===== src/rtl/sram_port_arbiter.sv =====
// Two-port arbiter in front of the single-port SoC SRAM, bounded-burst fairness.
// Ports: req/gnt/addr/we/wdata/strb per requester, rvalid/rdata back, mem_* to SRAM.
module sram_port_arbiter #(
    parameter int unsigned AddrWidth = 32,
    parameter int unsigned DataWidth = 64,
    parameter int unsigned StrbWidth = DataWidth / 8,
    parameter int unsigned MaxBurst  = 4
) (
    input  logic                           clk_i,
    input  logic                           rst_ni,
    input  logic [1:0]                     req_i,
    output logic [1:0]                     gnt_o,
    input  logic [1:0][AddrWidth-1:0]      addr_i,
    input  logic [1:0]                     we_i,
    input  logic [1:0][DataWidth-1:0]      wdata_i,
    input  logic [1:0][StrbWidth-1:0]      strb_i,
    output logic [1:0]                     rvalid_o,
    output logic [DataWidth-1:0]           rdata_o,
    output logic                           mem_req_o,
    output logic                           mem_we_o,
    output logic [AddrWidth-1:0]           mem_addr_o,
    output logic [DataWidth-1:0]           mem_wdata_o,
    output logic [DataWidth-1:0]           mem_wmask_o,
    input  logic [DataWidth-1:0]           mem_rdata_i,
    output logic [31:0]                    contention_cnt_o
);

    localparam int unsigned BurstW = $clog2(MaxBurst + 1);
    localparam logic [BurstW-1:0] BurstMax = BurstW'(MaxBurst);

    logic              owner_q, owner_d;
    logic [BurstW-1:0] burst_q, burst_d;
    logic [1:0]        rvalid_q, rvalid_d;
    logic [31:0]       cnt_q, cnt_d;

    logic gnt_any;
    logic gnt_sel;
    logic oth_req;

    // Grant select: lone requester wins; on contention the owner keeps the
    // port until it has used up its burst allowance.
    always_comb begin
        gnt_any = |req_i;
        gnt_sel = 1'b0;
        unique case (req_i)
            2'b10:   gnt_sel = 1'b1;
            2'b11:   gnt_sel = (burst_q < BurstMax) ? owner_q : ~owner_q;
            default: gnt_sel = 1'b0;
        endcase
        gnt_o = gnt_any ? (gnt_sel ? 2'b10 : 2'b01) : 2'b00;
    end

    always_comb begin
        mem_req_o   = gnt_any;
        mem_we_o    = gnt_any & we_i[gnt_sel];
        mem_addr_o  = gnt_any ? addr_i[gnt_sel] : '0;
        mem_wdata_o = gnt_any ? wdata_i[gnt_sel] : '0;
        mem_wmask_o = '0;
        for (int b = 0; b < int'(StrbWidth); b++) begin
            mem_wmask_o[b*8 +: 8] = {8{gnt_any & strb_i[gnt_sel][b]}};
        end
    end

    always_comb begin
        oth_req = req_i[~gnt_sel];
        owner_d = owner_q;
        burst_d = burst_q;
        if (gnt_any) begin
            if (gnt_sel == owner_q) begin
                if (!oth_req)
                    burst_d = '0;
                else if (burst_q < BurstMax)
                    burst_d = burst_q + 1'b1;
                else
                    burst_d = BurstMax;
            end else begin
                owner_d = gnt_sel;
                burst_d = oth_req ? BurstW'(1) : '0;
            end
        end
        // Only reads get a response; writes retire at the grant edge.
        rvalid_d = gnt_o & ~{2{mem_we_o}};
        cnt_d    = cnt_q;
        if (req_i == 2'b11 && cnt_q != '1)
            cnt_d = cnt_q + 32'd1;
    end

    always_ff @(posedge clk_i or negedge rst_ni) begin
        if (!rst_ni) begin
            owner_q  <= 1'b0;
            burst_q  <= '0;
            rvalid_q <= 2'b00;
            cnt_q    <= '0;
        end else begin
            owner_q  <= owner_d;
            burst_q  <= burst_d;
            rvalid_q <= rvalid_d;
            cnt_q    <= cnt_d;
        end
    end

    assign rvalid_o         = rvalid_q;
    assign rdata_o          = mem_rdata_i;
    assign contention_cnt_o = cnt_q;

endmodule

===== config.mk =====
export PLATFORM = sky130hd
export DESIGN_NAME = sram_port_arbiter
export DESIGN_NICKNAME = d
export VERILOG_FILES = /design/src/rtl/sram_port_arbiter.sv
export SDC_FILE = /design/constraint.sdc
export NUM_CORES = 1
export LEC_CHECK = 0
export CAP_MARGIN = 20
export CORE_AREA = 2 2 211 213
export DETAILED_ROUTE_END_ITERATION = 16
export DIE_AREA = 0 0 213 215
export PLACE_DENSITY = 0.41
export REMOVE_ABC_BUFFERS = 1
export SLEW_MARGIN = 20
export SYNTH_ARGS = -nofsm -noshare
export SYNTH_HDL_FRONTEND = slang
export SYNTH_SLANG_ARGS = --single-unit

===== constraint.sdc =====
create_clock -name clk_i -period 3 [get_ports clk_i]
set_clock_uncertainty 0.2 [all_clocks]
set_input_delay 0.9 -clock clk_i [delete_from_list [all_inputs] [get_ports clk_i]]
set_output_delay 0.9 -clock clk_i [all_outputs]
set_load 0.05 [all_outputs]

==> results of run 1 <==
-- stage by stage --
stage / TNS [ns] / std cells / util, % / area (um2) / setup WS [ns]
after global routing: -29.96 / 1637 / 28.9 / 12600 / -0.281
after floorplan: -978.24 / 490 / - / 3180 / -10.20
final: -20.56 / 1640 / 28.9 / 12600 / -0.222
after CTS: -26.31 / 1635 / 28.0 / 12200 / -0.239
after global placement: -102.35 / 1610 / 24.5 / 10700 / -0.852
after detailed placement: -96.86 / 1610 / 24.5 / 10700 / -0.808
-- power breakdown --
part / internal [uW] / switching [uW]
Sequential: 559 / 76.0
Clock: 329 / 202
Combinational: 1600 / 1780
Total: 2490 / 2060
-- metal layers --
| layer | share of wire [%] | global-route usage, % |
|---|---|---|
| met5 | 0.70 | 4.96 |
| met4 | 1.0 | 1.33 |
| met3 | 17 | 13.1 |
| met2 | 40 | 23.5 |
| met1 | 41 | 20.1 |
-- flip-flops by register name (all words and copies together), names as in the netlist --
signal	flops
contention_cnt_o	32
burst_q	3
rvalid_o	2
owner_q	1
-- synth_stat cells (2+ instances only) --
cell type	n	area, um2
a21oi_1	30	150
and2_1	3	18.8
and3_1	2	12.5
and4_1	2	17.5
buf_2	10	50.1
buf_4	121	908
clkbuf_1	25	93.8
dfrtp_1	38	951
ha_1	2	25.0
inv_1	6	22.5
mux2_2	5	56.3
nand2_1	228	856
nand3_1	9	45.0
nand4_1	15	93.8
nor2_1	16	60.1
nor3_1	4	20.0
nor4_1	6	37.5
nor4_2	3	37.5
o21ai_0	80	400
xnor2_1	8	70.1
xor2_1	20	175
-- worst max-delay path by stage --
stage	start	to	slack (ns)
2_1_floorplan	req_i[0]	mem_wmask_o[0]	-10.20
3_3_place_gp	req_i[1]	mem_wdata_o[22]	-0.85
3_5_place_dp	req_i[1]	mem_wdata_o[41]	-0.81
4_1_cts	req_i[0]	mem_wmask_o[39]	-0.24
5_1_grt	burst_q[2]	mem_wdata_o[51]	-0.28
6_report	req_i[0]	mem_wmask_o[54]	-0.22
-- what timing repair did --
| item | 4_1_cts | 5_1_grt |
|---|---|---|
| endpoints found under the setup margin | 164 | 163 |
| setup buffers | 21 | 10 |
| pin swaps | 38 | 29 |
| gates cloned | 10 | 2 |
| gates resized for setup | 300 | 94 |
-- final cells by class --
cell class              count  area share, %
inverters                   6          0.238
clock buffers               7           1.13
well taps                 592           5.87
repair buffers            547           59.3
multi-input cells         446           25.8
diodes                      3         0.0595
flip-flops and latches     38           7.54
clock inverters             1         0.0397
-- cells by family after synthesis --
group | after synthesis | share of synthesized area [%]
AOI/OAI and AO/OA | 113 | 13.6
and+or+nand+nor | 298 | 30.7
adders and majority gates | 2 | 0.589
buffers and inverters | 164 | 25.7
xor gates and xnor gates | 28 | 5.78
DFF | 38 | 22.4
muxes | 5 | 1.33
==> impl_results.md, run 1 <==
* Starting Density at 9.73%
* Nets at 1324
* Critical path type: in -> out
* Max Transition Viols Final at 0
* Count of warnings emitted by yosys at 0
* Worst hold slack at 0.297 ns
* Ys async rst share at 100%
* Slew margin rel. at 62.9%
* Startpoint Class: input port
* Total power at 4550 uW
* DR DRC count at 0
* Arrival @ worst endpoint at 2.12 ns
* Reg-to-Reg Start: contention_cnt_o[0]
* Failing checks: setup timing
* Most common cell after layout, fill and taps aside: clkdlybuf4s50_1
* # H-tree levels at 2
* R2r endpoint: contention_cnt_o[7]
* VDD IR max at 0.000211 V
* CP dominant cell by count: buf_12
* Die width at 213 um
* Num rows at 77
* Root Driver: clkbuf_16
* Initial DRC Count at 233
* Critical Path, Cell by Cell: buf_12 -> nand2_8 -> nand2_8 -> inv_8 -> buf_6 -> buf_12 -> buf_16 -> o21ai_4 -> buf_12 -> buf_12
* Tcrit/Tclk final at 107%
* Pwr Density at 360 nW/um2
* Worst EP required at 1.90 ns
* CTS max path bufs at 2
* Worst Hold Depth at 1
* Hold path start: contention_cnt_o[23]
* Status: finished with violations
* FF+latch area at 952 um2
* CP max stage cell: buf_12
* Total clock sinks at 38
* I/O pin total at 540
* Cell variety after synth at 36
* RSZ-0062 raised after global routing: yes
* Commonest cells after routing, fill and taps aside: clkdlybuf4s50_1, buf_12, nand2_1
* Area delta synth->final at 197%
* Core Box Area at 43600 um2
* Final setup margin at -0.222 ns
* Crit. End Element: output port
* Crit Path Max Fanout at 8
* Grt ovf at 0
* Fill count at 4603
* Mapped cell area at 4250 um2
* HPWL after DPL at 32600 um
* Hold Path Class: reg -> reg
* Die footprint at 45800 um2
* Count of flip-flops with a built-in enable after synthesis at 0
* GRT Total Usage at 16.7%
* CTS Buf Count at 5
* R2r worst-path depth at 8
* Initial antenna violation count at 9
* Final setup viols at 158
* Hold buffer count at CTS at 0
* CTS clk-pin slew, worst paths at 0.06 ns
* I/O Buffers at 411
* Worst skew pair latency at 0.28 ns
* Via count at 6143
* Critical path's top delay family: buffers and inverters
* Max Clock Freq at 310 MHz
* Antenna viol nets, final at 0
* First-pass GRT wire length at 52600 um
* Largest net degree at the start of global routing at 39
* Worst Tran Pin Value at 0.555 ns
* R2R Setup Slk at 0.69 ns
* Post-Syn Area per Cell at 6.55 um2
* Avg WL per Cell at 24.4 um
* Drt first pass iters at 4
* CTS tree: yes
* Buf/Inv on CP at 7
* Most used DFF post-synth: dfrtp_1
* Seq/Total Area, Yosys at 22.4%
* Levels on crit path at 10
* Number of global-route vias before repair at 6540
* Total Routed Length at 40000 um
* Max-Cap Viols at 0
* Minimum clock period at 3.22 ns
* Critical Path Max Stage Delay at 0.19 ns
* Mapped Cells at 648
* Via density at 3.75
* Worst Hold End: contention_cnt_o[23]
* Global placer's final weighted congestion at 0.784
* Die height at 215 um
* Seq cells post-synth at 38
* Multi-input gate area at 3250 um2
* Final hold viol count at 0
* Lkg Pwr at 0.00518 uW
* Ratio of cells with drive above 1 in the final layout at 46.2%
Note: power is estimated with default switching activity, not from simulation.
==> run 2, diff against run 1 <==
--- a/config.mk
+++ b/config.mk
@@ -7,6 +7,7 @@
 export LEC_CHECK = 0
 export CAP_MARGIN = 20
 export CORE_AREA = 2 2 211 213
+export CTS_CLUSTER_SIZE = 12
 export DETAILED_ROUTE_END_ITERATION = 16
 export DIE_AREA = 0 0 213 215
 export PLACE_DENSITY = 0.41
==> constraint.sdc (replaced) <==
create_clock -name clk_i -period 3 [get_ports clk_i]
set_clock_uncertainty 0.2 [all_clocks]
set_input_delay 0.3 -clock clk_i [delete_from_list [all_inputs] [get_ports clk_i]]
set_output_delay 0.3 -clock clk_i [all_outputs]
set_load 0.05 [all_outputs]
==> impl_results.md, run 2 (synthesized netlist as in run 1, its figures left out) <==
* Status: complete, no violations (was finished with violations)
* CTS tree: yes (unchanged)
* Max Transition Viols Final at 0 (unchanged)
* Final setup margin at 0.143 ns (was -0.222 ns)
* Die width at 213 um (unchanged)
* Grt ovf at 0 (unchanged)
* GRT Total Usage at 15.6% (was 16.7%)
* Die footprint at 45800 um2 (unchanged)
* Worst Tran Pin Value at 0.600 ns (was 0.555 ns)
* Starting Density at 9.73% (unchanged)
* Post-CTS Setup Bufs at 0 (was 21)
* Final hold viol count at 0 (unchanged)
* Lkg Pwr at 0.00420 uW (was 0.00518 uW)
* Final setup viols at 0 (was 158)
* Worst Hold Depth at 2 (was 1)
* Initial DRC Count at 249 (was 233)
* Fill count at 4778 (was 4603)
* R2r worst-path depth at 8 (unchanged)
* Commonest cells after routing, fill and taps aside: clkdlybuf4s50_1, nand2_1, buf_12 (was clkdlybuf4s50_1, buf_12, nand2_1)
* # H-tree levels at 2 (unchanged)
* Nets at 1229 (was 1324)
* Ratio of cells with drive above 1 in the final layout at 24.2% (was 46.2%)
* Pre-CTS setup slack at 0.174 ns (was -0.808 ns)
* Pwr Density at 404 nW/um2 (was 360 nW/um2)
* Startpoint Class: flip-flop (was input port)
* Area delta synth->final at 141% (was 197%)
* HPWL after DPL at 32100 um (was 32600 um)
* CTS max path bufs at 2 (unchanged)
* Max-Cap Viols at 0 (unchanged)
* VDD IR max at 0.000280 V (was 0.000211 V)
* Worst skew pair latency at 0.28 ns (about the same)
* Hold Path Class: in -> reg (was reg -> reg)
* Largest net degree at the start of global routing at 77 (was 39)
* Crit Path Max Fanout at 46 (was 8)
* Die height at 215 um (unchanged)
* P_sw at 1840 uW (was 2060 uW)
* Num rows at 77 (unchanged)
* First-pass GRT wire length at 48700 um (was 52600 um)
* Initial antenna violation count at 8 (was 9)
* Avg WL per Cell at 24.1 um (was 24.4 um)
* Most common cell after layout, fill and taps aside: clkdlybuf4s50_1 (unchanged)
* Number of global-route vias before repair at 5702 (was 6540)
* Core Box Area at 43600 um2 (unchanged)
* Power share of the combinational group at 67.2% (was 74.4%)
* Crit. End Element: output port (unchanged)
* Clock network power share at 17.5% (was 11.7%)
* Max FFs per register at 32 (unchanged)
* Max Clock Freq at 350 MHz (was 310 MHz)
* Root Driver: clkbuf_16 (unchanged)
* Minimum clock period at 2.86 ns (was 3.22 ns)
* Critical path type: reg -> out (was in -> out)
* I/O Buffers at 411 (unchanged)
* Setup Total Neg Slack at 0 ns (was -20.56 ns)
* R2R Setup Slk at 0.67 ns (was 0.69 ns)
* Arrival @ worst endpoint at 2.36 ns (was 2.12 ns)
* CTS clk-pin slew, worst paths at 0.06 ns (about the same)
* Int Pwr at 2290 uW (was 2490 uW)
* Global placer's final weighted congestion at 0.781 (was 0.784)
* RSZ-0062 raised after global routing: no (was yes)
* Antenna viol nets, final at 0 (unchanged)
* Worst EP required at 2.50 ns (was 1.90 ns)
* Sw frac at 44.6% (was 45.3%)
* Drt first pass iters at 4 (unchanged)
* Via density at 3.61 (was 3.75)
* CTS Buf Count at 5 (unchanged)
* Total Routed Length at 37200 um (was 40000 um)
* Seq pwr share at 15.3% (was 14.0%)
* Total clock sinks at 38 (unchanged)
* Via count at 5587 (was 6143)
* Slew margin rel. at 59.6% (was 62.9%)
* I/O pin total at 540 (unchanged)
* DR DRC count at 0 (unchanged)
* Tcrit/Tclk final at 95.2% (was 107%)
[run 2: cell types whose count changed in the layout (fill, tap and decap cells not counted), sizes merged, moves of 2 or more]
cell	change
buf	-99
bufinv	+2
clkbuf	-4
clkdlybuf4s50	+9
[run 2: cell type report]
cell class	instances	area, um2	area share (%)
flip-flops and latches	38	951	9.29
repair buffers	452	6090	59.5
diodes	4	10.0	0.0978
clock buffers	6	139	1.36
inverters	6	27.5	0.269
clock inverters	2	60.1	0.587
well taps	592	741	7.24
multi-input cells	446	2210	21.6
[run 2: worst paths after layout]
| path | startpoint | end |
|---|---|---|
| max in group asynchronous | rst_ni | contention_cnt_o[30] |
| min in group asynchronous | rst_ni | contention_cnt_o[14] |
| min reg2reg | contention_cnt_o[23] | contention_cnt_o[23] |
| max | burst_q[2] | mem_wdata_o[41] |
| min | req_i[0] | owner_q |
| max reg2reg | contention_cnt_o[0] | contention_cnt_o[7] |
[run 2: routing by layer]
metal / GRT usage, % / vias to the layer above / share of wire (%)
li1: - / 2608 / -
met1: 19.9 / 2526 / 44
met2: 20.5 / 422 / 37
met3: 12.4 / 25 / 17
met4: 1.14 / 6 / 0.75
met5: 5.60 / - / 0.91
[run 2: metrics by stage]
stage               total power [uW]  std cells  util (%)  hold slack, ns  cell area [um2]
floorplan                       1790        490         -          -0.196             3180
global placement                3460       1534      23.0           0.279            10000
detailed placement              3460       1534      23.0           0.291            10000
CTS                             4200       1542      23.4           0.180            10200
global route                    4310       1543      23.4           0.184            10200
finish                          4130       1546      23.4           0.177            10200
[run 2: timing repair]
action | in CTS | in global routing
endpoints found under the setup margin | 0 | 8
hold buffers | 0 | 0
gates resized for setup | 0 | 2
[run 2: worst max-delay path: stages (launching register included)]
cell and delay (ns):
dfrtp_1 0.41, xnor2_1 0.17, nand2_1 0.08, nand2_1 0.16, inv_6 0.13, buf_12 0.21
o21ai_0 0.52, buf_4 0.23, buf_12 0.13
[run 2: power by group through the flow]
| stage | sequential [uW] | combinational, uW | clock, uW |
|---|---|---|---|
| final | 633 | 2780 | 721 |
| after CTS | 632 | 2830 | 735 |
| after detailed placement | 642 | 2820 | 0 |
| after floorplan | 775 | 1020 | 0 |
| after global routing | 645 | 2910 | 761 |
| after global placement | 638 | 2820 | 0 |
==> run 3, diff against run 2 <==
--- a/config.mk
+++ b/config.mk
@@ -10,7 +10,7 @@
 export CTS_CLUSTER_SIZE = 12
 export DETAILED_ROUTE_END_ITERATION = 16
 export DIE_AREA = 0 0 213 215
-export PLACE_DENSITY = 0.41
+export PLACE_DENSITY_LB_ADDON = 0.05
 export REMOVE_ABC_BUFFERS = 1
 export SLEW_MARGIN = 20
 export SYNTH_ARGS = -nofsm -noshare
==> impl_results.md, run 3 (synthesized netlist as in run 1, its figures left out) <==
* Status: complete, no violations (unchanged)
* Power share of the combinational group at 68.4% (was 67.2%)
* Placed inst area at 9990 um2 (was 10000 um2)
* Area delta synth->final at 140% (was 141%)
* Worst Tran Pin Value at 0.766 ns (was 0.600 ns)
* Largest net degree at the start of global routing at 63 (was 77)
* Total clock sinks at 38 (unchanged)
* Initial antenna violation count at 16 (was 8)
* Via density at 3.61 (about the same)
* Seq pwr share at 15.7% (was 15.3%)
* Total power at 4050 uW (was 4130 uW)
* Crit. End Element: output port (unchanged)
* Die height at 215 um (unchanged)
* Starting Density at 9.73% (unchanged)
* Final setup viols at 0 (unchanged)
* RSZ-0062 raised after global routing: no (unchanged)
* Total Routed Length at 39800 um (was 37200 um)
* CTS clk-pin slew, worst paths at 0.06 ns (about the same)
* Lkg Pwr at 0.00416 uW (was 0.00420 uW)
* Clock network power share at 15.9% (was 17.5%)
* Worst Hold Depth at 1 (was 2)
* Worst Hold End: contention_cnt_o[23] (was owner_q)
* Slew margin rel. at 48.4% (was 59.6%)
* Hold path start: contention_cnt_o[23] (was req_i[0])
* Via count at 5552 (was 5587)
* Fill count at 4776 (was 4778)
* Reg-to-Reg Start: contention_cnt_o[0] (unchanged)
* P_sw at 1860 uW (was 1840 uW)
* Worst EP required at 2.50 ns (about the same)
* Pwr Density at 399 nW/um2 (was 404 nW/um2)
* Initial DRC Count at 241 (was 249)
* Commonest cells after routing, fill and taps aside: clkdlybuf4s50_1, nand2_1, buf_12 (unchanged)
* Nets at 1223 (was 1229)
* Max FFs per register at 32 (unchanged)
* Tcrit/Tclk final at 94.3% (was 95.2%)
* # placed instances at 1527 (was 1534)
* Startpoint Class: input port (was flip-flop)
* Most common cell after layout, fill and taps aside: clkdlybuf4s50_1 (unchanged)
* HPWL after DPL at 34200 um (was 32100 um)
* Sw frac at 45.9% (was 44.6%)
* CTS max path bufs at 2 (unchanged)
* GRT Total Usage at 16.8% (was 15.6%)
* Die footprint at 45800 um2 (unchanged)
* Multi-input gate area at 2220 um2 (was 2210 um2)
* Antenna viol nets, final at 0 (unchanged)
* Avg WL per Cell at 25.9 um (was 24.1 um)
* Arrival @ worst endpoint at 2.33 ns (was 2.36 ns)
* Num rows at 77 (unchanged)
* Drt first pass iters at 6 (was 4)
* I/O pin total at 540 (unchanged)
* Root Driver: clkbuf_16 (unchanged)
* I/O Buffers at 411 (unchanged)
* Minimum clock period at 2.83 ns (was 2.86 ns)
* R2r worst-path depth at 7 (was 8)
* Final hold viol count at 0 (unchanged)
* Max Transition Viols Final at 0 (unchanged)
* CTS tree: yes (unchanged)
* R2r endpoint: contention_cnt_o[15] (was contention_cnt_o[7])
* Crit Path Max Fanout at 28 (was 46)
* Hold Path Class: reg -> reg (was in -> reg)
* Critical path type: in -> out (was reg -> out)
* First-pass GRT wire length at 52100 um (was 48700 um)
* Grt ovf at 0 (unchanged)
* Setup Total Neg Slack at 0 ns (unchanged)
* Cell area after layout at 10200 um2 (about the same)
* DR DRC count at 0 (unchanged)
* Global placer's final weighted congestion at 0.789 (was 0.781)
* Int Pwr at 2190 uW (was 2290 uW)
* Worst skew pair latency at 0.30 ns (was 0.28 ns)
* Post-CTS Setup Bufs at 0 (unchanged)
* Worst hold slack at 0.299 ns (was 0.177 ns)
* CTS Buf Count at 5 (unchanged)
* Number of global-route vias before repair at 5737 (was 5702)
* R2R Setup Slk at 0.58 ns (was 0.67 ns)
* Ratio of cells with drive above 1 in the final layout at 23.8% (was 24.2%)
* Post-Layout Cell Count at 1537 (was 1546)
* Core Box Area at 43600 um2 (unchanged)
* Max-Cap Viols at 0 (unchanged)
* VDD IR max at 0.000212 V (was 0.000280 V)
* # H-tree levels at 2 (unchanged)
* FF+latch area at 951 um2 (unchanged)
* Die width at 213 um (unchanged)
* Max Clock Freq at 353 MHz (was 350 MHz)
-- run 3: cell types whose count changed in the layout (fill, tap and decap cells not counted) --
cell	change
o21ai_0	-1
dlygate4sd3_1	+1
nand2_1	-1
clkdlybuf4s50_1	-1
buf_4	-7
buf_12	+2
o21ai_1	+1
buf_6	-1
diode_2	-2
bufinv_16	-1
nand2_2	+1
-- run 3: layer usage --
layer	wire length [um]	up-vias	global-route usage, %
li1	-	2589	-
met1	18200	2516	22.4
met2	14300	406	20.9
met3	6710	31	13.4
met4	262	10	1.07
met5	323	-	4.85
-- run 3: worst max path at each step --
| stage | to | cells after the start | slack [ns] | startpoint |
|---|---|---|---|---|
| 6_report | mem_wdata_o[12] | 8 | 0.17 | req_i[1] |
| 5_1_grt | mem_wmask_o[49] | 8 | 0.01 | burst_q[2] |
| 4_1_cts | mem_wdata_o[12] | 8 | 0.06 | burst_q[2] |
| 3_5_place_dp | mem_wdata_o[12] | 8 | 0.12 | req_i[1] |
| 3_3_place_gp | mem_wdata_o[5] | 7 | 0.13 | req_i[1] |
| 2_1_floorplan | mem_wmask_o[0] | 5 | -9.26 | burst_q[2] |
-- run 3: repair_timing --
item / 4_1_cts / 5_1_grt
hold endpoints to repair: 0 / 38
hold buffers: 0 / 1
setup endpoints to repair: 0 / 2
resized for setup: 0 / 2
-- run 3: critical path, stage by stage --
cell and delay [ns]:
clkdlybuf4s50_1 0.62, nand2_2 0.13, inv_6 0.16, buf_4 0.32
buf_4 0.24, nand2_1 0.06, o21ai_1 0.26, buf_12 0.20
-- run 3: through the flow --
stage	setup slack, ns	util (%)
2_1_floorplan	-9.26	-
3_3_place_gp	0.134	22.9
3_5_place_dp	0.116	22.9
4_1_cts	0.0609	23.3
5_1_grt	0.0131	23.3
6_report	0.170	23.3
-- run 3: cell type report --
cell class	instances	share of cell area, %
inverter	6	0.271
clock inverter	1	0.295
multi-input combinational	446	21.8
sequential	38	9.35
clock buffer	6	1.36
timing repair buffer	446	59.6
tap	592	7.28
antenna	2	0.0492
-- run 3: power by group through the flow --
stage	clock network (uW)	logic, uW	registers (uW)
5_1_grt	690	2900	645
3_5_place_dp	0	2800	646
6_report	646	2770	637
4_1_cts	668	2810	636
2_1_floorplan	0	1020	775
3_3_place_gp	0	2810	645
